[src/rtl/fp_exception_pipe.sv]
// fp_exception_pipe: pipelined IEEE special-case and rounding-mode override stage for the multiplier
module fp_exception_pipe #(
    parameter int EXP_W = 8,
    parameter int MAN_W = 23,
    parameter int STAGES = 2,
    localparam int W = 1 + EXP_W + MAN_W
) (
    input  logic         clk,
    input  logic         rst,
    input  logic         in_valid,
    output logic         in_ready,
    input  logic [W-1:0] a,
    input  logic [W-1:0] b,
    input  logic [W-1:0] z_calc,
    input  logic         overflow,
    input  logic         underflow,
    input  logic         inexact,
    input  logic [2:0]   rnd_mode,
    output logic         out_valid,
    input  logic         out_ready,
    output logic [W-1:0] z,
    output logic [5:0]   flags,
    output logic [5:0]   sticky_flags,
    input  logic         sticky_clr
);
    logic [EXP_W-1:0] ea, eb, ez;
    logic a_zero, a_inf, b_zero, b_inf, z_zero, z_inf, s, adv, ovf_inf, unf_min;
    logic [2:0] m;
    logic [W-1:0] inf_c, maxn, minn, zro, z_n;
    logic [5:0] f_n;
    logic vs [STAGES];
    logic [W-1:0] zs [STAGES];
    logic [5:0] fs [STAGES];

    assign ea = a[W-2 -: EXP_W];
    assign eb = b[W-2 -: EXP_W];
    assign ez = z_calc[W-2 -: EXP_W];
    assign a_zero = ea == '0;
    assign a_inf = &ea;
    assign b_zero = eb == '0;
    assign b_inf = &eb;
    assign z_zero = ez == '0;
    assign z_inf = &ez;
    assign s = z_calc[W-1];
    assign inf_c = {s, {EXP_W{1'b1}}, {MAN_W{1'b0}}};
    assign maxn = {s, {(EXP_W-1){1'b1}}, 1'b0, {MAN_W{1'b1}}};
    assign minn = {s, {(EXP_W-1){1'b0}}, 1'b1, {MAN_W{1'b0}}};
    assign zro = {s, {(W-1){1'b0}}};
    // Unused encodings 6/7 fall back to round-to-nearest-even
    assign m = rnd_mode > 3'd5 ? 3'd0 : rnd_mode;
    assign ovf_inf = m == 3'd1 ? 1'b0 : m == 3'd2 ? !s : m == 3'd3 ? s : 1'b1;
    assign unf_min = m == 3'd5 || (m == 3'd2 && !s) || (m == 3'd3 && s);
    assign adv = !out_valid || out_ready;
    assign in_ready = adv;
    assign out_valid = vs[STAGES-1];
    assign z = zs[STAGES-1];
    assign flags = fs[STAGES-1];

    always_comb begin
        z_n = z_calc;
        f_n = {inexact, 5'b0};
        if ((a_zero && b_inf) || (a_inf && b_zero)) begin
            z_n = {1'b0, inf_c[W-2:0]};
            f_n = 6'b000110;
        end else if (a_zero || b_zero) begin
            z_n = zro;
            f_n[0] = 1'b1;
        end else if (a_inf || b_inf) begin
            z_n = inf_c;
            f_n[1] = 1'b1;
        end else if (overflow) begin
            z_n = ovf_inf ? inf_c : maxn;
            f_n[4] = 1'b1;
            f_n[1] = ovf_inf;
        end else if (underflow || z_zero) begin
            // A flushed zero without a datapath underflow is tiny only if it carried a denormal
            z_n = unf_min ? minn : zro;
            f_n[3] = underflow || unf_min || (|z_calc[MAN_W-1:0]);
            f_n[0] = !unf_min;
        end else if (z_inf) begin
            z_n = inf_c;
            f_n[1] = 1'b1;
            f_n[4] = 1'b1;
        end
    end

    always_ff @(posedge clk or posedge rst) begin
        if (rst) begin
            for (int i = 0; i < STAGES; i++) begin
                vs[i] <= 1'b0;
                zs[i] <= '0;
                fs[i] <= '0;
            end
        end else if (adv) begin
            vs[0] <= in_valid;
            zs[0] <= z_n;
            fs[0] <= f_n;
            for (int i = 1; i < STAGES; i++) begin
                vs[i] <= vs[i-1];
                zs[i] <= zs[i-1];
                fs[i] <= fs[i-1];
            end
        end
    end

    always_ff @(posedge clk or posedge rst) begin
        if (rst) sticky_flags <= '0;
        else sticky_flags <= (sticky_clr ? 6'b0 : sticky_flags) | (out_valid && out_ready ? flags : 6'b0);
    end
endmodule

[config.mk]
export PLATFORM = sky130hd
export DESIGN_NAME = fp_exception_pipe
export DESIGN_NICKNAME = d
export VERILOG_FILES = /design/src/rtl/fp_exception_pipe.sv
export SDC_FILE = /design/constraint.sdc
export NUM_CORES = 1
export LEC_CHECK = 0
export ABC_AREA = 1
export BUFFER_PORTS_ARGS = -buffer_cell sky130_fd_sc_hd__buf_2
export CORE_MARGIN = 2
export CORE_UTILIZATION = 50
export DETAILED_ROUTE_END_ITERATION = 10
export PLACE_DENSITY_LB_ADDON = 0.1
export SYNTH_ARGS = -nofsm -noshare
export SYNTH_HDL_FRONTEND = slang
export SYNTH_SLANG_ARGS = --single-unit
[constraint.sdc]
create_clock -name clk -period 3.45 [get_ports clk]
set_input_delay 0.345 -clock clk [delete_from_list [all_inputs] [get_ports clk]]
set_output_delay 0.345 -clock clk [all_outputs]
set_load 0.01 [all_outputs]
Word-level counts from Yosys, hierarchy flattened
Cells that the tools add are included.
W data, S select, Z words.

operators by class
  $lt $le $gt $ge = 1
  muxes and demuxes = 32
  reductions and logical operators = 24
  equality and inequality tests = 4
  bitwise operators = 1

operators by type and width
  kind                  number
  $mux W31              5
  $mux W24              2
  $mux W32              1
  $logic_not A8 Y1      3
  $reduce_and A8 Y1     3
  $reduce_or A23 Y1     1
  $mux W1               17
  $mux W6               2
  $logic_or A1 B1 Y1    9
  $mux W2               4
  $eq A3 B2 Y1 const B  2
  $or A6 B6 Y6          1
  $logic_and A1 B1 Y1   5
  $eq A3 B1 Y1 const B  1
  $eq A3 B3 Y1 const B  1
  $gt A3 B3 Y1 const B  1
  $logic_not A1 Y1      3
  $mux W3               1

word-level totals
  bits in registers = 84
  output and inout bits = 46
  logic and storage cells = 69

Longest topological paths before layout
  word-level depth = 13
  mapped depth = 11
  mapped depth without buffers = 10

Worst setup path after synthesis
No wires, ideal clock.

  path type = register to output
  start point = reg vs (netlist bit out_valid)
  end point = out in_ready
  data arrival time = 938 ps
  data required time = 3,105 ps
  slack = 2,167 ps
  cell stages (with the launch flop) = 5
  path buffers = 1
  path through = dfrtp_1 > inv_1 > nor2_1 > inv_1 > clkbuf_1

on the way
  cells in the longest elaborated chain, start to end = 2

RTL lines
  element                          line  source
  start, declared                  31    logic vs [STAGES];
  start signal, assigned by index  99    vs[i] <= vs[i-1];
  $logic_not A1 Y1                 53    assign adv = !out_valid || out_ready;
  $logic_or A1 B1 Y1               53
  end, declared                    11    output logic in_ready,

Every way passes these cells.

Final worst setup path
Ends and elaborated chain as after synthesis.

==> results by stage <==
Timing:
- The remaining max-slew budget at the tightest pin is 0.5211.
- The post-route setup TNS is 0 ps.
- The final number of hold-violating endpoints came to 0.
- Timing would allow up to 484.6 MHz.
- Hold is met by 63.71 ps.
- The slew at the pin with the worst max-slew slack is 718.4 ps.
- Setup violations remaining at the end of the flow were counted as 0.
- Setup repair after global routing left no endpoint under its margin.
- Of the available clock period, the critical path in the final layout requires 0.5981.
- Across the routed clock network, the largest skew measured is 8.722 ps.
- The slack of the critical path is 1386 ps.
- The final max-slew violation count is 0.
- Counting I/O delays and the setup requirement, the final critical path takes 2064 ps.

Hold path:
- The path type of the worst min-delay path is input pin to asynchronous set/reset pin.

Clock tree:
- The library cell used as clock root buffer is clkbuf_8.
- The TritonCTS clock tree is built.
- The clock latency reported for the late side of the worst-skew pair is 350 ps.
- After clock tree synthesis, the repair step resized 0 gates.
- The number of hold buffers added after CTS is 0.
- The post-CTS setup repair buffer count is 0.
- The H-tree depth is 3.
- After clock tree synthesis, the clock-pin slew on the worst setup and hold paths is 90 ps.
- The maximum number of buffers from clock root to sink is 2.
- The sink count of the clock tree is 84.
- The clock buffer count from CTS is 9.

Critical path:
- The worst flop-to-flop path endpoint is fs[6].
- Counting cells, the worst reg-to-reg path comes to 6.
- The most critical setup path has its startpoint at out_valid.
- The top fanout value on the critical path is 48.
- The kind of start point of the critical path is a register.
- At the worst endpoint, the required time is 3110 ps.
- At the worst endpoint, the arrival time is 1720 ps.
- The worst setup path is captured at an output port.
- The critical path is of the register to output port type.
- Across all register-to-register paths, the minimum setup slack is 1770 ps.
- The startpoint identified for the worst register-to-register timing path is out_valid.

Synth:
- Synthesis inferred 84 register bits.
- The number of unique standard cell types used by synthesis is 22.
- The mean post-synth cell area is 7.518 um2.
- When the netlist entered floorplanning its net count stood at 674.
- The post-synthesis sequential area ratio is 0.4931.
- The synthesis warning total is 0.
- The number of instances in the synthesized netlist is 567.
- Summing every instance area after synthesis gives 0.004263 mm2.

Final layout:
- The filler cell count in the final layout is 857.
- Registers take 0.002102 mm2.
- The finished layout holds 738 standard cells, fillers aside.
- The fraction of final layout cells with drive strength greater than 1 is 0.2243.
- The repair_antennas step left the layout with diodes totalling 0.
- The area of the multi-input gates is 0.001599 mm2.
- With fillers left out, the area of the finished cells amounts to 0.004737 mm2.
- Relative to the synthesized area, the layout overhead comes to 11.12%.
- The final-stage net count is 735.
- Measured on the finished design, the core utilization comes to 0.5736.

Pwr:
- The power share of the clock group is 0.276.
- The sequential group share of total power is 0.512.
- The power per cell area is 505.1 mW/mm2.
- The cell-internal power is 1.618 mW.
- The switching power summed over all nets is 774.4 uW.
- The share of total power dissipated in combinational logic is 0.212.
- The fraction of power spent switching nets is 0.3236.
- The design draws 2.393 mW.
- Across the VDD grid, the largest voltage drop is 0.0001854 V.
- The leakage power is 2.705 nW.

Die:
- The die footprint is 0.009280 mm2.
- The die is 96.34 um tall.
- The number of placement rows is 33.
- The core region area is 0.008258 mm2.
- For this configuration, the core starts out at a cell density of 0.5162.
- The number of top-level design ports is 153.
- The die is 96.34 um wide.

Drt:
- Dividing the detail-routed wire length by the instance count gives 12.55 um.
- Wires add up to 9.265 mm.
- The iteration-0 DRC count of the detailed router is 161.
- The via count of the routed design is 3536.
- Dividing the detail-routed via count by the number of cells gives 4.791.
- The first detailed-routing pass took 4 iterations.
- The number of nets with antenna violations after routing is 0.
- The detailed-route DRC error count is 0.

Global route:
- The first global-routing pass estimated 15.45 mm of wire.
- The via count of the first global-routing pass came to 3384.
- The global routing usage summed across all routing layers is 0.2143.
- The residual overflow from global routing is 0.
- Entering global routing, the biggest net connects 75 pins.
- The number of antenna violations at the first check in global routing is 1.

Placed design:
- The cell area reported after detailed placement is 0.004553 mm2.
- Once detailed placement completed, the half-perimeter wirelength came to 6.312 mm.
- The global placer's final weighted congestion is 0.8064.
- Once placement completed, the tool counted placed cells totaling 722.
- In this run the tool buffered the top-level ports with 104 buffer cells.
- Before CTS, the worst setup slack after placement is 1759 ps.

Run:
- The tool flagged a number of max-cap violations equal to 0.

Run status:
- The run finished with clean final reports.
## worst max path at each step
stage / endpoint / slack (ps)
6_report: in_ready / 1390
5_1_grt: in_ready / 1250
4_1_cts: in_ready / 1350
3_5_place_dp: in_ready / 1760
3_3_place_gp: fs[6] / 1770
2_1_floorplan: flags[0] / 940
## synth_stat cells, drive strengths merged
master	number	area share
a21oi	4	0.0047
buf	53	0.090
clkbuf	5	0.0044
dfrtp	84	0.49
inv	45	0.040
nand2	272	0.24
nand3	17	0.020
nand4	1	0.0015
nor2	37	0.042
nor3	6	0.0070
o21ai	40	0.049
o22ai	3	0.0044
## cell usage in the layout, fill, tap and decap left out, drive strengths merged
cell type,count
nand4,1
buf,108
clkbuf,10
nor2,37
clkinv,2
o22ai,3
o21ai,40
nand2,272
inv,47
clkinvlp,2
nor3,6
nand3,17
dfrtp,84
a21oi,4
## cell families after synthesis
| group | share of synthesized area |
|---|---|
| and+or+nand+nor | 0.3155 |
| buffers and inverters | 0.1335 |
| DFF | 0.4931 |
| AOI/OAI and AO/OA | 0.05782 |
## critical path: stages, from the launching register on
cell and delay, ps:
dfrtp_1 440, inv_1 110, nor2_4 40, inv_1 90, buf_4 450, buf_2 230
## flip-flops by register name (all words and copies together), names as in the netlist
| register | cells |
|---|---|
| z | 32 |
| zs | 32 |
| flags | 6 |
| vs | 1 |
| sticky_flags | 6 |
| fs | 6 |
| out_valid | 1 |
## layout make-up
type / instances / area share
Sequential cell: 84 / 0.4437
Multi-Input combinational cell: 380 / 0.3376
Timing Repair Buffer: 108 / 0.1162
Inverter: 45 / 0.03592
Clock buffer: 10 / 0.02905
Tap cell: 105 / 0.02773
Clock inverter: 6 / 0.009773
## power by group through the flow
stage | Combinational [mW] | Sequential (mW) | Clock, mW
final | 0.507 | 1.22 | 0.661
after global routing | 0.587 | 1.25 | 0.716
after CTS | 0.516 | 1.23 | 0.680
after global placement | 0.503 | 1.24 | 0
after floorplan | 0.434 | 1.23 | 0
after detailed placement | 0.512 | 1.24 | 0
## layer usage
layer,routed length (um),GRT usage,part of all wire,vias up
met1,4310,0.2956,0.47,1621
li1,-,-,-,1808
met2,4260,0.3339,0.46,95
met3,567,0.05325,0.061,10
met5,12,0,0.0013,-
met4,113,0.06690,0.012,2
Power figures use the tool's default switching activity.
